## src/rtl/mem_port_arbiter.sv

```systemverilog
// Shares one single-port memory between instruction fetch and load/store with fixed wait states.
// Optional ARB_PERF_EN adds saturating per-port stall counters with a synchronous clear.
module mem_port_arbiter #(
  parameter int unsigned WAIT_STATES = 1,
  parameter int unsigned AW          = 32,
  parameter int unsigned DW          = 32
) (
  input  logic          clk,
  input  logic          reset,
`ifdef ARB_PERF_EN
  input  logic          perf_clr,
  output logic [31:0]   if_stall_cnt,
  output logic [31:0]   dm_stall_cnt,
`endif
  input  logic          if_req,
  input  logic [AW-1:0] if_addr,
  output logic [DW-1:0] if_rdata,
  output logic          if_ack,
  output logic          if_stall,
  input  logic          dm_req,
  input  logic          dm_we,
  input  logic [AW-1:0] dm_addr,
  input  logic [DW-1:0] dm_wdata,
  output logic [DW-1:0] dm_rdata,
  output logic          dm_ack,
  output logic          dm_stall,
  output logic          mem_en,
  output logic          mem_we,
  output logic [AW-1:0] mem_addr,
  output logic [DW-1:0] mem_wdata,
  input  logic [DW-1:0] mem_rdata
);

  localparam logic [1:0] S_IDLE = 2'd0;
  localparam logic [1:0] S_DACC = 2'd1;
  localparam logic [1:0] S_IACC = 2'd2;
  localparam logic [3:0] CNT_INIT = 4'(WAIT_STATES);

  logic [1:0]    state_q, state_d;
  logic [3:0]    cnt_q, cnt_d;
  logic [AW-1:0] addr_q, addr_d;
  logic [DW-1:0] wdata_q, wdata_d;
  logic          we_q, we_d;
  logic          pick_d, pick_i;

  always_ff @(posedge clk or negedge reset) begin
    if (!reset) begin
      state_q <= S_IDLE;
      cnt_q   <= 4'd0;
      addr_q  <= '0;
      wdata_q <= '0;
      we_q    <= 1'b0;
    end else begin
      state_q <= state_d;
      cnt_q   <= cnt_d;
      addr_q  <= addr_d;
      wdata_q <= wdata_d;
      we_q    <= we_d;
    end
  end

  // On completion the other port wins, so each requester waits at most one foreign access.
  always_comb begin
    state_d = state_q;
    cnt_d   = cnt_q;
    addr_d  = addr_q;
    wdata_d = wdata_q;
    we_d    = we_q;
    pick_d  = 1'b0;
    pick_i  = 1'b0;
    case (state_q)
      S_IDLE: begin
        pick_d = dm_req;
        pick_i = if_req & ~dm_req;
      end
      S_DACC: begin
        if (cnt_q != 4'd0) begin
          cnt_d = cnt_q - 4'd1;
        end else begin
          pick_i  = if_req;
          pick_d  = dm_req & ~if_req;
          state_d = S_IDLE;
        end
      end
      S_IACC: begin
        if (cnt_q != 4'd0) begin
          cnt_d = cnt_q - 4'd1;
        end else begin
          pick_d  = dm_req;
          pick_i  = if_req & ~dm_req;
          state_d = S_IDLE;
        end
      end
      default: state_d = S_IDLE;
    endcase
    if (pick_d) begin
      state_d = S_DACC;
      cnt_d   = CNT_INIT;
      addr_d  = dm_addr;
      wdata_d = dm_wdata;
      we_d    = dm_we;
    end else if (pick_i) begin
      state_d = S_IACC;
      cnt_d   = CNT_INIT;
      addr_d  = if_addr;
      we_d    = 1'b0;
    end
  end

  // Completion outputs are valid only in the final access cycle.
  assign dm_ack    = (state_q == S_DACC) && (cnt_q == 4'd0);
  assign if_ack    = (state_q == S_IACC) && (cnt_q == 4'd0);
  assign mem_en    = (state_q == S_DACC) || (state_q == S_IACC);
  assign mem_we    = dm_ack & we_q;
  assign mem_addr  = addr_q;
  assign mem_wdata = wdata_q;
  assign if_rdata  = if_ack ? mem_rdata : '0;
  assign dm_rdata  = dm_ack ? mem_rdata : '0;
  assign if_stall  = if_req & ~if_ack;
  assign dm_stall  = dm_req & ~dm_ack;

`ifdef ARB_PERF_EN
  logic [31:0] if_cnt_q, dm_cnt_q;

  // Saturating stall counters; clear takes precedence over counting.
  always_ff @(posedge clk or negedge reset) begin
    if (!reset) begin
      if_cnt_q <= 32'd0;
      dm_cnt_q <= 32'd0;
    end else if (perf_clr) begin
      if_cnt_q <= 32'd0;
      dm_cnt_q <= 32'd0;
    end else begin
      if (if_stall && (if_cnt_q != 32'hFFFF_FFFF)) if_cnt_q <= if_cnt_q + 32'd1;
      if (dm_stall && (dm_cnt_q != 32'hFFFF_FFFF)) dm_cnt_q <= dm_cnt_q + 32'd1;
    end
  end

  assign if_stall_cnt = if_cnt_q;
  assign dm_stall_cnt = dm_cnt_q;
`else
  // No stall counters in this build.
`endif

endmodule

```

## config.mk

```make
export PLATFORM = sky130hd
export DESIGN_NAME = mem_port_arbiter
export DESIGN_NICKNAME = d
export VERILOG_FILES = /design/src/rtl/mem_port_arbiter.sv
export SDC_FILE = /design/constraint.sdc
export NUM_CORES = 1
export LEC_CHECK = 0
export ABC_AREA = 1
export BUFFER_PORTS_ARGS = -buffer_cell sky130_fd_sc_hd__clkbuf_2
export CAP_MARGIN = 15
export CORE_ASPECT_RATIO = 1.2
export CORE_MARGIN = 10
export CORE_UTILIZATION = 41
export DETAILED_ROUTE_END_ITERATION = 16
export PLACE_DENSITY = 0.81
export SYNTH_ARGS = -nofsm -noshare
export SYNTH_HDL_FRONTEND = slang
export SYNTH_SLANG_ARGS = --single-unit
```

## constraint.sdc

```tcl
create_clock -name clk -period 1.98 [get_ports clk]
set_input_delay 0.495 -clock clk [delete_from_list [all_inputs] [get_ports clk]]
set_output_delay 0.495 -clock clk [all_outputs]
set_load 0.005 [all_outputs]
```

==> results of run 1 <==
-- area by class of cell --
cell class / count / area (µm²) / share of cell area
Antenna cell: 3 / 7.51 / 0.00125
Clock buffer: 12 / 135 / 0.0226
Clock inverter: 4 / 22.5 / 0.00376
Inverter: 48 / 183 / 0.0305
Multi-Input combinational cell: 332 / 1850 / 0.309
Sequential cell: 71 / 1780 / 0.297
Tap cell: 120 / 150 / 0.0251
Timing Repair Buffer: 306 / 1860 / 0.311
-- stage by stage --
step	instances	power [W]	TNS, ns
after floorplan	485	0.00452	0
after global placement	852	0.00602	0
after detailed placement	852	0.00614	-0.315
after CTS	874	0.00735	-3.34
after global routing	894	0.00836	-9.12
final	896	0.00777	-4.79
-- path summary, 6_finish.rpt --
check / to / slack, ns / depth (start not counted)
setup reg to reg: mem_addr[1]$_DFFE_PN0P_ / 0.04 / 10
min in group clk: mem_wdata[26]$_DFFE_PN0P_ / 0.38 / 3
max in group asynchronous: state_q[1]$_DFFE_PN0P_ / 1.30 / 2
hold reg to reg: mem_wdata[10]$_DFFE_PN0P_ / 0.47 / 2
hold / removal: mem_wdata[26]$_DFFE_PN0P_ / 0.11 / 1
setup / recovery: if_rdata[20] / -0.14 / 6
-- layer usage --
metal / global-route usage / vias up
li1: - / 2139
met1: 0.248 / 2181
met2: 0.375 / 307
met3: 0.130 / 43
met4: 0.0830 / 6
met5: 0 / -
-- worst reg2reg max path, cell delays in order (launching register included) --
cell and delay (ns):
dfrtp_1 0.41, buf_6 0.13, ha_4 0.14, nand3_4 0.14, clkbuf_16 0.21, buf_4 0.15
a21oi_4 0.14, nand2_4 0.14, clkbuf_16 0.20, nand3_1 0.08, nand3_1 0.08
-- power groups by stage --
stage	logic [W]	registers, W	clock network (W)
floorplan	0.00195	0.00257	0
global placement	0.00350	0.00252	0
detailed placement	0.00359	0.00255	0
CTS	0.00381	0.00254	0.00100
global route	0.00467	0.00262	0.00107
finish	0.00425	0.00254	0.000976
-- logic make-up (layout without fill, tap and decap cells) --
kind of cell / Yosys count / after routing / synth area share
and+or+nand+nor: 315 / 317 / 0.389
buffers and inverters: 84 / 370 / 0.0980
DFF: 71 / 71 / 0.478
AOI/OAI and AO/OA: 7 / 7 / 0.0101
adders and majority gates: 5 / 5 / 0.0168
xor gates and xnor gates: 3 / 3 / 0.00708
other: 0 / 3 / 0
-- timing repair --
action / CTS / global route
gates cloned: 2 / 5
endpoints found under the setup margin: 100 / 99
pin swaps: 4 / 6
gates resized for setup: 47 / 86
setup buffers: 4 / 15
-- registers in the layout, indices dropped and copies added (netlist names) --
name       flops
cnt_q          4
mem_addr      32
mem_wdata     32
state_q        2
we_q           1
-- cells in the final DEF, fill, tap and decap left out, types with 2 or more instances in the layout --
cell,instances
clkbuf_2,222
nand3_1,163
nand2_1,71
dfrtp_1,71
inv_1,41
buf_2,40
nor2_1,32
nor2_2,25
buf_4,24
nor2_4,15
clkbuf_8,9
buf_12,7
inv_2,6
buf_6,5
o21ai_0,4
diode_2,3
nand3_4,3
nand2_4,3
ha_4,3
clkbuf_1,3
clkinv_2,3
clkbuf_16,3
buf_8,3
nand2_8,2
xor2_1,2
buf_16,2
==> results.md, run 1 <==
- Post-synthesis sequential area ratio: 0.478
- Met3 wire length: 2220 µm
- GP Congestion: 0.964
- Slowest cell on crit path: dfrtp_1
- DR DRC count: 0
- Hold WS: 0.107 ns
- Syn Nets: 623
- Critical path, cell by cell: inv_2 > ha_4 > nand3_4 > buf_8 > nor2_1 > clkbuf_2
- CORE AREA: 8940 µm²
- H-tree Lvls: 3
- Final Cell Area: 5990 µm²
- GRT overflow: 0
- Met2 wire len: 8240 µm
- Slew Limit Fails: 0
- Core Util, Final: 0.670
- Worst-path clk slew: 0.08 ns
- Least-Margin Pin Slew: 0.513 ns
- Netlist Area Pre-Place: 3710 µm²
- Max Clock Freq: 471 MHz
- Clk pwr share: 0.126
- Half-perimeter wire length after placement: 12,600 µm
- DR vias: 4,676
- Row Count: 38
- Max Used Layer: met5
- Pin count of the biggest net entering global routing: 54
- CP max FO: 8
- Synth top cells by count: nand3_1 (163), nand2_1 (73), dfrtp_1 (71)
- Die W: 107 µm
- Most numerous cell in the Yosys netlist: nand3_1
- Number of nets in the layout: 906
- First-pass GRT wire length: 24,500 µm
- Via/cell ratio: 5.22
- Clock root buffer: clkbuf_8
- Top cells by area, synth: dfrtp_1 (48%), nand3_1 (22%), nand2_1 (7.4%)
- Crit-path max cell delay: 0.42 ns
- Clock Skew: 0.0154 ns
- Final WS setup: -0.144 ns
- Pre-CTS WS: -0.0390 ns
- Power Density: 1300 nW/µm²
- Relative slew margins: 0.658
- CTS Hold Buffers Added: 0
- Sequential share of power: 0.327
- Main synth FF type: dfrtp_1
- Final hold violation count: 0
- Dpl cell area: 5200 µm²
- Top delay family on crit path: buffers and inverters
- Clock buffer count from CTS: 9
- #FFs+latches synth: 71
- Syn Area/Cell: 7.66 µm²
- Part of the power in combinational logic: 0.547
- Final setup vio count: 69
- Ys async rst share: 1.00
- Outcome: finished with violations
- Worst Path Arrival: 1.63 ns
- Peak supply drop: 740 µV
- Hold Crit Class: in -> async
- Die area: 13,300 µm²
- Buf/Inv on CP: 3
- DR pass1 iterations: 5
- Met1 WL: 6260 µm
- Mapped Cells: 485
- IO buf count: 266
- Initial Utilization: 0.415
- Kind of critical path: reg -> out
- Overall routing resource usage: 0.232
- Post-Route WL: 17,300 µm
- Failing checks: setup timing
- RSZ-0062 raised after global routing: yes
- Number of global-route vias before repair: 4,485
- Fin crit share: 1.07
- Worst-Skew Late Latency: 0.34 ns
- Startpoint Class: register
- CTS tree: done
- Crit end category: output pin
- # fillers: 711
- Max-Cap Viols: 0
- Layout cell share with drive strength beyond 1: 0.492
- EDFF count, synth: 0
- Wire per inst: 19.3 µm
- Switching pwr: 0.00332 W
- Initial DRC count: 342
- Leak Pwr: 3.49 nW
- Clock sinks: 71
- Die height: 124 µm
- Sw Share: 0.427
- Clock Path Buffers: 2
- Top cell type's share of synthesized area: 0.478
- Yosys Warn Count: 0
- Cell taking the most area after synthesis: dfrtp_1
- Period minus WS final: 2.12 ns
- CP startpoint: state_q[0]$_DFFE_PN0P_
- # IOs: 267
- Reg-to-reg startpoint: state_q[0]$_DFFE_PN0P_
- Initial antenna violation count: 7
- ANT nets after route: 0
- Int Pwr: 0.00445 W
- Netlist cell types: 24
- Crit path required time: 1.48 ns
- Area Overhead vs Synth: 61.2%
No activity file was read; power rests on OpenSTA's default activity.
==> inputs of run 2 (changes only) <==
Settings changed: CORE_ASPECT_RATIO 1.2 to unset, CTS_CLUSTER_SIZE set to 24, PLACE_DENSITY 0.81 to unset, PLACE_DENSITY_LB_ADDON set to 0.12.
==> run 2 against run 1 <==
  * The flow still finishes with violations (setup timing)
  * Highest routed layer is now met4
  * Clock-buffer cell count is 1 lower
  * Total power grew 4.5%
  * Largest cell class unchanged
  * Hold slack worse by 0.033 ns
  * Sequential power about the same
  * Sequential share of layout area grew 0.32 points
  * Global-route usage is 1.5 points lower
  * Via count is 3.1% lower
==> results.md, run 2 (synthesis results as in run 1) <==
- Outcome: finished with violations
- Failing checks: setup timing
- Layout cell share with drive strength beyond 1: 0.475
- Reg-to-reg startpoint: cnt_q[3]$_DFFE_PN0P_
- Initial antenna violation count: 0
- End of the worst register-to-register path: mem_addr[15]$_DFFE_PN0P_
- DR pass1 iterations: 5
- Worst Path Arrival: 1.59 ns
- Final Power: 0.00812 W
- Final hold violation count: 0
- Number of global-route vias before repair: 4,452
- Clock root buffer: clkbuf_8
- Startpoint Class: register
- Die area: 13,300 µm²
- Least-Margin Pin Slew: 0.411 ns
- Clock buffer count from CTS: 9
- Clock sinks: 71
- ANT nets after route: 0
- Kind of critical path: reg -> out
- Slew Limit Fails: 0
- Peak supply drop: 665 µV
- Pin count of the biggest net entering global routing: 55
- Via/cell ratio: 5.15
- Max Clock Freq: 480 MHz
- Overall routing resource usage: 0.217
- Worst reg2reg path depth: 10
- Half-perimeter wire length after placement: 11,600 µm
- Crit end category: output pin
- Die W: 115 µm
- Antenna cell count: 0
- Final WS setup: -0.102 ns
- Initial Utilization: 0.424
- Fin crit share: 1.05
- IO buf count: 266
- CORE AREA: 8760 µm²
- Worst-Skew Late Latency: 0.34 ns
- DR DRC count: 0
- Clock Skew: 0.0164 ns
- CTS Hold Buffers Added: 0
- Row Count: 34
- RSZ-0062 raised after global routing: yes
- Power Density: 1370 nW/µm²
- H-tree Lvls: 3
- Period minus WS final: 2.08 ns
- Number of nets in the layout: 906
- # IOs: 267
- Post-Route WL: 15,800 µm
- Pre-CTS WS: -0.00762 ns
- Hold WS: 0.0742 ns
- Area Overhead vs Synth: 59.6%
- First-pass GRT wire length: 23,400 µm
- Total Neg Setup Slack: -3.79 ns
- Reg2Reg Setup Slack: 0.10 ns
- Max-Cap Viols: 0
- Commonest non-fill, non-tap cell in the layout: clkbuf_2
- Worst-path clk slew: 0.08 ns
- Relative slew margins: 0.726
- CTS tree: done
- Wire per inst: 17.9 µm
- Initial DRC count: 425
- GRT overflow: 0
- GP Congestion: 0.943
- Hold Crit Class: in -> async
- CP max FO: 8
- Die height: 115 µm
- Final setup vio count: 68
- DR vias: 4,533
- Leak Pwr: 3.50 nW
- Crit path required time: 1.48 ns
- Clock Path Buffers: 2
- Commonest non-fill, non-tap cells in the layout: clkbuf_2 (221), nand3_1 (162), nand2_1 (72)
## run 2: per-stage QoR
step                      area, µm²  std cells  utilization
after floorplan                3710        485            -
after CTS                      5740        876        0.655
after global placement         5190        838        0.592
after detailed placement       5190        838        0.592
after global routing           5930        881        0.676
final                          5930        881        0.676
## run 2: final cells by class
type,count,area (µm²)
well taps,108,135
inverters,48,180
clock inverters,5,129
repair buffers,306,1810
fillers,742,2840
multi-input cells,332,1760
flip-flops and latches,71,1780
clock buffers,11,131
## run 2: layer usage
metal | vias to the layer above | wire (µm) | track usage | share of wire
met5 | - | 0 | 0 | 0
li1 | 2139 | - | - | -
met3 | 22 | 1600 | 0.0807 | 0.10
met2 | 236 | 8300 | 0.392 | 0.53
met4 | 0 | 313 | 0.0536 | 0.020
met1 | 2136 | 5570 | 0.235 | 0.35
## run 2: worst max-delay path, stage by stage (launching register included)
cell,delay (ns)
dfrtp_1,0.42
nor2_4,0.15
buf_12,0.12
nand3_4,0.16
buf_6,0.19
nor2_1,0.08
buf_2,0.13
## run 2: repair_timing
item	CTS	global route
pin swaps	4	3
setup endpoints to repair	75	95
gates resized for setup	31	86
gates cloned	4	1
setup buffers	18	4
endpoints found under the hold margin	0	0
## run 2: worst max-delay path by stage
stage	endpoint	start
2_1_floorplan	if_rdata[22]	cnt_q[0]$_DFFE_PN0P_
3_3_place_gp	mem_addr[3]$_DFFE_PN0P_	cnt_q[0]$_DFFE_PN0P_
3_5_place_dp	mem_addr[18]$_DFFE_PN0P_	cnt_q[0]$_DFFE_PN0P_
4_1_cts	if_rdata[31]	state_q[0]$_DFFE_PN0P_
5_1_grt	if_rdata[31]	cnt_q[3]$_DFFE_PN0P_
6_report	if_rdata[6]	cnt_q[3]$_DFFE_PN0P_
## run 2: power by group
group | total [W] | switching (W) | internal, W
Combinational | 0.00407 | 0.00229 | 0.00178
Sequential | 0.00253 | 0.000389 | 0.00214
Clock | 0.00151 | 0.000539 | 0.000971
Total | 0.00812 | 0.00322 | 0.00489
==> inputs of run 3 (changes only) <==
Settings changed: SETUP_SLACK_MARGIN set to 0.15.
==> run 3 against run 2 <==
  * Core utilization grew 15 points
  * Clock power rose by 3%
  * Critical path type unchanged
  * Clock skew rose by 0.0036 ns
  * Sequential power is 6% higher
  * The flow still finishes with violations (setup timing)
  * Combinational power rose by 57%
  * Clock-buffer cell count unchanged
  * Register-to-register slack lost 0.17 ns
  * Global-route usage increased by 0.089 points
  * Final area grew 23%
  * Flip-flop and latch count unchanged
  * Final cell count increased by 3.4%
  * Largest power group unchanged
  * Total power up 31%
  * Largest cell class is now multi-input combinational cells
  * Critical endpoint is now dm_rdata[19]
==> results.md, run 3 (synthesis results as in run 1) <==
- Outcome: finished with violations
- Failing checks: setup timing
- Number of nets in the layout: 934
- Fin crit share: 1.12
- Clock sinks: 71
- GP Congestion: 0.943
- Final hold violation count: 0
- CP max FO: 12
- Final setup vio count: 84
- Final WS setup: -0.242 ns
- Initial Utilization: 0.424
- Startpoint Class: register
- H-tree Lvls: 3
- IO buf count: 266
- Initial antenna violation count: 2
- Worst-Skew Late Latency: 0.36 ns
- Peak supply drop: 811 µV
- Power Density: 1460 nW/µm²
- Area Overhead vs Synth: 96.0%
- Inst Count DP: 838
- Relative slew margins: 0.693
- ANT nets after route: 0
- Wire per inst: 23.8 µm
- DR vias: 5,153
- Row Count: 34
- DR DRC count: 0
- Final Power: 0.0106 W
- Die height: 115 µm
- Period minus WS final: 2.22 ns
- Reg2Reg Setup Slack: -0.07 ns
- Slowest cell on crit path: dfrtp_1
- Dpl cell area: 5190 µm²
- Die area: 13,300 µm²
- Overall routing resource usage: 0.218
- Pin count of the biggest net entering global routing: 55
- First-pass GRT wire length: 23,400 µm
- Reg-to-reg startpoint: cnt_q[2]$_DFFE_PN0P_
- CP startpoint: cnt_q[2]$_DFFE_PN0P_
- Hold Crit Class: in -> async
- Kind of critical path: reg -> out
- Final Cell Area: 7280 µm²
- Crit path required time: 1.48 ns
- Critical path, cell by cell: nor2_4 > buf_4 > nand3_4 > buf_12 > nor2_1 > buf_2
- Clock buffer count from CTS: 9
- Via/cell ratio: 5.66
- CORE AREA: 8760 µm²
- Clock Path Buffers: 2
- CTS tree: done
- Clock root buffer: clkbuf_8
- Max-Cap Viols: 0
- Commonest non-fill, non-tap cells in the layout: clkbuf_2 (217), nand3_1 (88), dfrtp_1 (70)
- Buf/Inv on CP: 3
- Top delay family on crit path: buffers and inverters
- Initial DRC count: 676
- Clock Skew: 0.0199 ns
- Slew Limit Fails: 0
- Layout cell share with drive strength beyond 1: 0.648
- Max Clock Freq: 450 MHz
- Number of global-route vias before repair: 4,448
- Leak Pwr: 4.04 nW
- Worst-path clk slew: 0.08 ns
- Die W: 115 µm
- Worst Path Arrival: 1.73 ns
- Half-perimeter wire length after placement: 11,600 µm
- RSZ-0062 raised after global routing: yes
- Crit end category: output pin
- DR pass1 iterations: 6
- Final Non-Filler Cells: 911
- Post-Route WL: 21,700 µm
- GRT overflow: 0
- Least-Margin Pin Slew: 0.455 ns
- Crit-path max cell delay: 0.42 ns
- CTS Hold Buffers Added: 0
- # IOs: 267
- Commonest non-fill, non-tap cell in the layout: clkbuf_2
## run 3: changes by cell type in the layout (fill, tap and decap cells not counted), moves of 5 or more
cell / change
nand2_2: +25
nand2_4: +10
clkbuf_16: +12
nand2_1: -39
nand3_2: +59
nor2_4: +5
buf_6: +16
nor2_1: -6
buf_4: -5
buf_12: +5
nand3_4: +15
nand3_1: -74
## run 3: metrics by stage
| step | setup TNS [ns] | utilization | hold WS (ns) | setup WS, ns |
|---|---|---|---|---|
| final | -9.34 | 0.831 | 0.0680 | -0.242 |
| after global routing | -14.25 | 0.831 | 0.0822 | -0.292 |
| after CTS | -3.23 | 0.661 | 0.0760 | -0.0723 |
| after detailed placement | -0.00784 | 0.592 | 0.457 | -0.00762 |
| after global placement | 0 | 0.592 | 0.453 | 0.0675 |
| after floorplan | 0 | - | 0.199 | 0.282 |
## run 3: report_power, final
part | total [W] | switching [W] | internal [W]
clock | 0.00155 | 0.000577 | 0.000971
combinational | 0.00640 | 0.00342 | 0.00299
sequential | 0.00268 | 0.000537 | 0.00215
total | 0.0106 | 0.00453 | 0.00610
## run 3: what timing repair did
action	4_1_cts	5_1_grt
buffers inserted	20	11
endpoints found under the setup margin	100	126
pin swaps	5	23
gates resized for setup	35	278
gates cloned	4	20
## run 3: final timing paths
path | to | cells after the start
max | dm_rdata[19] | 6
min | mem_wdata[12]$_DFFE_PN0P_ | 1
max reg2reg | mem_addr[14]$_DFFE_PN0P_ | 12
min reg2reg | mem_wdata[26]$_DFFE_PN0P_ | 2
max in group asynchronous | mem_wdata[31]$_DFFE_PN0P_ | 2
min in group clk | mem_wdata[29]$_DFFE_PN0P_ | 3
## run 3: per-layer routing
layer  routed length, µm  share of wire  vias up  GRT usage
li1                    -              -     2210          -
met2               11200           0.52      391      0.392
met1                7060           0.33     2445      0.238
met4                1160          0.053        0     0.0528
met3                2290           0.11      107     0.0797
met5                   0              0        -          0
## run 3: cell type report
class | count | area (µm²)
well taps | 108 | 135
inverters | 48 | 180
clock buffers | 11 | 131
fillers | 511 | 1480
repair buffers | 335 | 2420
diodes | 2 | 5.00
flip-flops and latches | 71 | 1780
clock inverters | 5 | 129
multi-input cells | 331 | 2500
